$ cat config.mk
export PLATFORM = sky130hd
export DESIGN_NAME = mu0_io_responder
export DESIGN_NICKNAME = d
export VERILOG_FILES = /design/src/rtl/mu0_io_responder.sv
export SDC_FILE = /design/constraint.sdc
export NUM_CORES = 1
export LEC_CHECK = 0
export BUFFER_PORTS_ARGS = -buffer_cell sky130_fd_sc_hd__clkbuf_2
export CORE_AREA = 2 2 155 157
export CTS_CLUSTER_SIZE = 40
export DETAILED_ROUTE_END_ITERATION = 7
export DIE_AREA = 0 0 157 159
export SLEW_MARGIN = 20
export SYNTH_ARGS = -nofsm -noshare
export SYNTH_HDL_FRONTEND = slang
export SYNTH_SLANG_ARGS = --single-unit
$ cat constraint.sdc
create_clock -name Clk -period 2.5 [get_ports Clk]
set_input_delay 0.125 -clock Clk [delete_from_list [all_inputs] [get_ports Clk]]
set_output_delay 0.125 -clock Clk [all_outputs]
set_load 0.005 [all_outputs]
$ cat src/rtl/mu0_io_responder.sv
// mu0_io_responder: MU0 bus peripheral with an 8-word register window,
// a prescaled countdown timer and a transmit FIFO drained over valid/ready.
module mu0_io_responder #(
    parameter logic [11:0] BASE     = 12'hFF0,
    parameter int          PRESCALE = 1,
    parameter int          DEPTH    = 4
) (
    input  logic        Clk,
    input  logic        Reset,
    input  logic [11:0] Addr,
    input  logic [15:0] Wdata,
    input  logic        Wr,
    output logic [15:0] Rdata,
    output logic        Sel,
    output logic [15:0] Tx_data,
    output logic        Tx_valid,
    input  logic        Tx_ready
);
    localparam int AW = $clog2(DEPTH);
    localparam int LW = AW + 1;
    localparam int PW = PRESCALE > 1 ? $clog2(PRESCALE) : 1;
    localparam logic [PW-1:0] PMAX = PW'(PRESCALE - 1);

    logic [15:0]   load, count, count_n, rd_val;
    logic          en, en_n, auto_rl, exp_f, exp_n, ovf, ovf_n;
    logic [PW-1:0] pre, pre_n;
    logic [15:0]   mem [DEPTH];
    logic [AW-1:0] rptr, wptr;
    logic [LW-1:0] level;
    logic [2:0]    off;
    logic          in_win, we, ld_wr, ctrl_wr, st_wr, tick, pop, push, accept, full, empty;

    assign in_win   = Addr[11:3] == BASE[11:3];
    assign off      = Addr[2:0];
    assign we       = Wr && in_win;
    assign ld_wr    = we && off == 3'd0;
    assign ctrl_wr  = we && off == 3'd2;
    assign st_wr    = we && off == 3'd3;
    assign push     = we && off == 3'd4;
    assign full     = level == LW'(DEPTH);
    assign empty    = level == '0;
    assign Tx_valid = !empty;
    assign Tx_data  = empty ? '0 : mem[rptr];
    assign pop      = Tx_valid && Tx_ready;
    // a push into a full FIFO still fits when the head leaves in the same cycle
    assign accept   = push && (!full || pop);
    assign tick     = en && pre == PMAX;

    always_comb begin
        count_n = ld_wr ? Wdata : !tick ? count : count != '0 ? count - 16'd1 : auto_rl ? load : '0;
        pre_n   = ld_wr || tick ? '0 : en ? pre + PW'(1) : pre;
        en_n    = ctrl_wr ? Wdata[0] : tick && count == '0 && !auto_rl ? 1'b0 : en;
        exp_n   = (exp_f && !(st_wr && Wdata[0])) || (tick && count == 16'd1);
        ovf_n   = (ovf && !(st_wr && Wdata[3])) || (push && !accept);
        rd_val  = off == 3'd0 ? load :
                  off == 3'd1 ? count :
                  off == 3'd2 ? {14'd0, auto_rl, en} :
                  off == 3'd3 ? {9'd0, 3'(level), ovf, empty, full, exp_f} : '0;
    end

    always_ff @(posedge Clk or posedge Reset) begin
        if (Reset) begin
            load    <= '0;
            count   <= '0;
            en      <= 1'b0;
            auto_rl <= 1'b0;
            exp_f   <= 1'b0;
            ovf     <= 1'b0;
            pre     <= '0;
            rptr    <= '0;
            wptr    <= '0;
            level   <= '0;
            Rdata   <= '0;
            Sel     <= 1'b0;
        end else begin
            if (ld_wr) load <= Wdata;
            if (ctrl_wr) auto_rl <= Wdata[1];
            count <= count_n;
            en    <= en_n;
            pre   <= pre_n;
            exp_f <= exp_n;
            ovf   <= ovf_n;
            if (pop) rptr <= rptr + AW'(1);
            if (accept) wptr <= wptr + AW'(1);
            level <= level + LW'(accept) - LW'(pop);
            Rdata <= in_win ? rd_val : '0;
            Sel   <= in_win;
        end
    end

    // storage needs no reset: Tx_data is masked while the FIFO is empty
    always_ff @(posedge Clk)
        if (accept) mem[wptr] <= Wdata;
endmodule

### Word level (Yosys, flattened, before mapping)

Memory sizes are Yosys's and may differ from the RTL's.
Index checks and enable logic that the tools add are counted.

* memory bits (read-only): 0
* memories kept: 1
* output and inout bits: 34
* latch bits: 0
* bits in registers: 61
* RAM bits: 64

Memory list
* mem: words 4, width 16, rd ports 1, clocked after Yosys merged registers in 0, wr ports 1, RTL line 27 `logic [15:0] mem [DEPTH];`

* muxes and demuxes: 16
* bitwise logic cells: 1
* reductions and logical operators: 33
* add/subtract/negate cells: 6
* divide/modulo/power cells: 0
* multipliers: 0
* eq/ne operators: 7
* shifts and indexed selects: 0
* $lt $le $gt $ge: 0

Operators with widths (count)
* 16-bit two-way mux: 8
* 16-bit by 1-bit == test with 1-bit output (second input constant): 1
* 1-bit logical AND: 16
* 16-bit logical NOT: 1
* 16-bit nonzero test: 1
* 16-bit by 1-bit subtractor with 16-bit output (second input constant): 1
* 7-bit two-way mux: 2
* 9-bit == test (second input constant): 1
* 3-bit by 2-bit == test with 1-bit output (second input constant): 2
* 3-bit == test (second input constant): 2
* 1-bit logical NOT: 6
* 3-bit logical NOT: 2
* 1-bit two-way mux: 6
* 2-bit nonzero test: 3
* 2-bit by 1-bit adder with 2-bit output (second input constant): 2
* 1-bit logical OR: 4
* 3-bit by 1-bit adder with 3-bit output: 1
* 3-bit by 1-bit == test with 1-bit output (second input constant): 1
* 3-bit by 1-bit subtractor with 3-bit output: 1
* 1-bit adder (second input constant): 1
* 1-bit NOT: 1

### Longest topological paths before layout

* word-level depth: 8
* depth in mapped cells: 11
* depth with buffers taken out: 11

### Worst setup path after synthesis

Ideal clock, no wire load.

* path kind: input to register
* start point: input Addr[3]
* end point: register level[2]
* slack: 0.155 ns
* required time: 2.377 ns
* data arrival time: 2.222 ns
* buffers on the path: 0
* stages: 11
* cell sequence: nand4b_1 > nor3_1 > nand4_1 > nor2b_1 > inv_1 > ha_1 > inv_1 > ha_1 > fa_1 > xnor2_1 > xnor2_1

* word-level cells in the longest chain between the ends: 6

RTL lines
* start, declared: RTL line 10 `input logic [11:0] Addr,`
* 9-bit == test: RTL line 33 `assign in_win = Addr[11:3] == BASE[11:3];`
* via in_win: RTL line 31 `logic in_win, we, ld_wr, ctrl_wr, st_wr, tick, pop, push, accept, full, empty;`
* 1-bit logical AND: RTL line 35 `assign we = Wr && in_win;`
* 1-bit logical AND: RTL line 39 `assign push = we && off == 3'd4;`
* 1-bit logical AND: RTL line 46 `assign accept = push && (!full || pop);`
* 3-bit by 1-bit adder with 3-bit output: RTL line 85 `level <= level + LW'(accept) - LW'(pop);`
* 3-bit by 1-bit subtractor with 3-bit output: RTL line 85
* end signal, assigned: RTL line 85
* end, declared: RTL line 29 `logic [LW-1:0] level;`

The timed path passes the listed nets, and every way through them passes these cells.
A chain may end at the register's enable or synchronous reset.

### Worst setup path after layout

* start point: input Addr[9]
* end point: register level[2]

The elaborated chain is that of the path after synthesis.

==> impl_metrics.ini <==
[cts]
cts.clk_slew.worst_paths_ns = 0.06
cts_setup_buffers = 0
clk_latency_ns = 0.42
cts_root_buf = clkbuf_16
htreeDepth = 4
cts-buffers-inserted = 17
cts_sinks = 125
cts_tree = yes
cts_buffer_depth = 2

[finish]
num_antenna_cells = 0
final_common_cell = nand2_1
drive_gt1_frac = 0.269
mostFrequentLayoutCells = nand2_1 (71), clkbuf_2 (65), edfxtp_1 (64)
area.growth.synth_to_final_pct = 28.4
final_cells = 895
fin_nets = 605
post-route-cell-area_sq_mm = 0.00739

[global_route]
grt_pass1_wl_microns = 22200
grt_max_degree = 62
grt_pass1_vias = 4063
antenna_found_initial = 0
gr-total-overflow = 0
grt_usage = 0.117

[floorplanning]
rows = 56
boundaryPins = 66
dieArea_sq_mm = 0.0250
die_height_microns = 159
dieWidth_microns = 157
initial_utilization = 0.248
core_sq_mm = 0.0232

[drt]
drc = 0
via_per_inst = 4.46
dr.pass1.iters = 4
drt-total-wl_microns = 13900
routedWlPerCell_microns = 15.5
drt_iter0_markers = 228
postRouteAntennaNets = 0
vias = 3994

[sta]
fin_worst_skew_ns = 0.00883
fin_crit_sh = 0.933
fin_setup_tns_ns = 0
relSlewSlack = 0.615
min_period_ns = 2.33
holdWs_ns = 0.0274
setup_viol = 0
rsz0062_at_grt = no
slew_viol_final = 0
worstMarginPinSlew_ns = 0.578
hold_viol = 0
max_freq_mhz = 429
fin_ws_ns = 0.167

[critical_path]
crit_family = adder cells
worstPathRequired_ns = 2.80
cp_num_buf_inv = 4
worstSetupStartpointType = input port
cp_data_arrival_time_ns = 2.63
crit_chain = dlygate4sd3_1 > clkbuf_2 > nand3_1 > nor3_1 > nand4_1 > nor2b_1 > inv_1 > ha_1 > inv_1 > ha_1 > fa_1 > xnor2_1 > xnor2_1
slowest_stage = dlygate4sd3_1
critPathMaxStageDelay_ns = 0.52
endpoint_kind = register
critPathMaxFanout = 2
crit_type = input port to register

[pwr]
ir_drop_uv = 534
p_per_area_mw_per_mm2 = 908
p_leak_nw = 3.01

[synth]
ys_ff_latch = 125
yosysSeqAreaShare = 0.599
synthCells = 462
synth_edf_count = 64
syn_nets = 504
avgSynthCellArea_sq_um = 12.5
yosys_warnings = 0
async_reset_ff_frac = 0.488
synthFlopType = edfxtp_1
yosysUniqueCellTypes = 57
synth_area_sq_mm = 0.00576

[place]
routabilityCongestion = 0.817
dp_hpwl_microns = 9390
portBuffers = 65
place_area_sq_mm = 0.00657
place_ws_ns = 0.0952
placed_cells = 846

[worst_hold_path]
hp-class = input port to register

[status]
status = completed

[job]
maxCapViolCount = 0
-- synthesized netlist by cell type, types with 4 or more instances --
cell	n	area [sq um]
nor2_1	24	90.1
and3_1	4	25.0
dfrtp_1	61	1530
inv_1	12	45.0
and2_1	21	131
nor2b_1	4	25.0
or3_1	5	31.3
clkbuf_1	15	56.3
nand3_1	9	45.0
buf_2	7	35.0
mux2_2	6	67.6
mux4_2	17	383
nand4_1	8	50.1
edfxtp_1	64	1920
a31oi_1	4	25.0
mux2i_1	11	110
o21ai_0	22	110
ha_1	9	113
xnor2_1	9	78.8
a21oi_1	17	85.1
nand2_1	71	267
nor3_1	6	30.0
-- stage by stage --
step | util | total power (W)
after floorplan | - | 0.00355
after global placement | 0.283 | 0.00404
after detailed placement | 0.283 | 0.00406
after CTS | 0.319 | 0.00678
after global routing | 0.319 | 0.00704
final | 0.319 | 0.00671
-- repair_timing --
item / in CTS / in global routing
endpoints found under the setup margin: 0 / 0
endpoints found under the hold margin: 123 / 0
hold buffers: 17 / 0
gates resized for setup: 0 / 0
-- logic make-up (layout without fill, tap and decap cells) --
| logic type | after synthesis | in the layout | synth area share |
|---|---|---|---|
| xor gates and xnor gates | 12 | 12 | 0.0183 |
| and+or+nand+nor | 178 | 178 | 0.163 |
| adders and majority gates | 10 | 10 | 0.0230 |
| buffers and inverters | 38 | 152 | 0.0276 |
| muxes | 34 | 34 | 0.0974 |
| DFF | 125 | 125 | 0.599 |
| AOI/OAI and AO/OA | 65 | 65 | 0.0713 |
-- layout make-up --
| cell class | instances | area (sq um) |
|---|---|---|
| Multi-Input combinational cell | 299 | 2150 |
| Timing Repair Buffer | 108 | 703 |
| Tap cell | 319 | 399 |
| Fill cell | 2307 | 15800 |
| Sequential cell | 125 | 3450 |
| Clock buffer | 19 | 433 |
| Clock inverter | 13 | 214 |
| Inverter | 12 | 45.0 |
-- report_power, final --
group	internal (W)	leakage [nW]	total (W)	switching, W
Sequential	0.00231	1.37	0.00254	0.000238
Combinational	0.000787	1.33	0.00147	0.000687
Clock	0.00178	0.310	0.00270	0.000920
-- worst paths after layout --
path	from	end	slack, ns	cells after the start
hold reg to reg	rptr[1]	rptr[1]	0.48	1
min in group asynchronous	Reset	Rdata[4]	0.30	4
setup reg to reg	level[1]	level[2]	0.19	8
setup / recovery	Addr[9]	level[2]	0.17	13
max in group asynchronous	Reset	Rdata[9]	1.91	4
hold / removal	Wdata[9]	mem[3][9]	0.03	1
-- flip-flops by register name, indices dropped and copies added, names as in the netlist, 2 cells and up --
signal / cells
Rdata: 16
count: 16
level: 3
load: 16
mem: 64
rptr: 2
wptr: 2
-- per-layer routing --
| layer | vias up | global-route usage | part of all wire |
|---|---|---|---|
| met5 | - | 0 | 0 |
| met4 | 0 | 0.0496 | 0.018 |
| met3 | 17 | 0.0269 | 0.040 |
| met2 | 83 | 0.189 | 0.49 |
| met1 | 2008 | 0.150 | 0.45 |
| li1 | 1886 | - | - |
No activity file was read; power rests on OpenSTA's default activity.
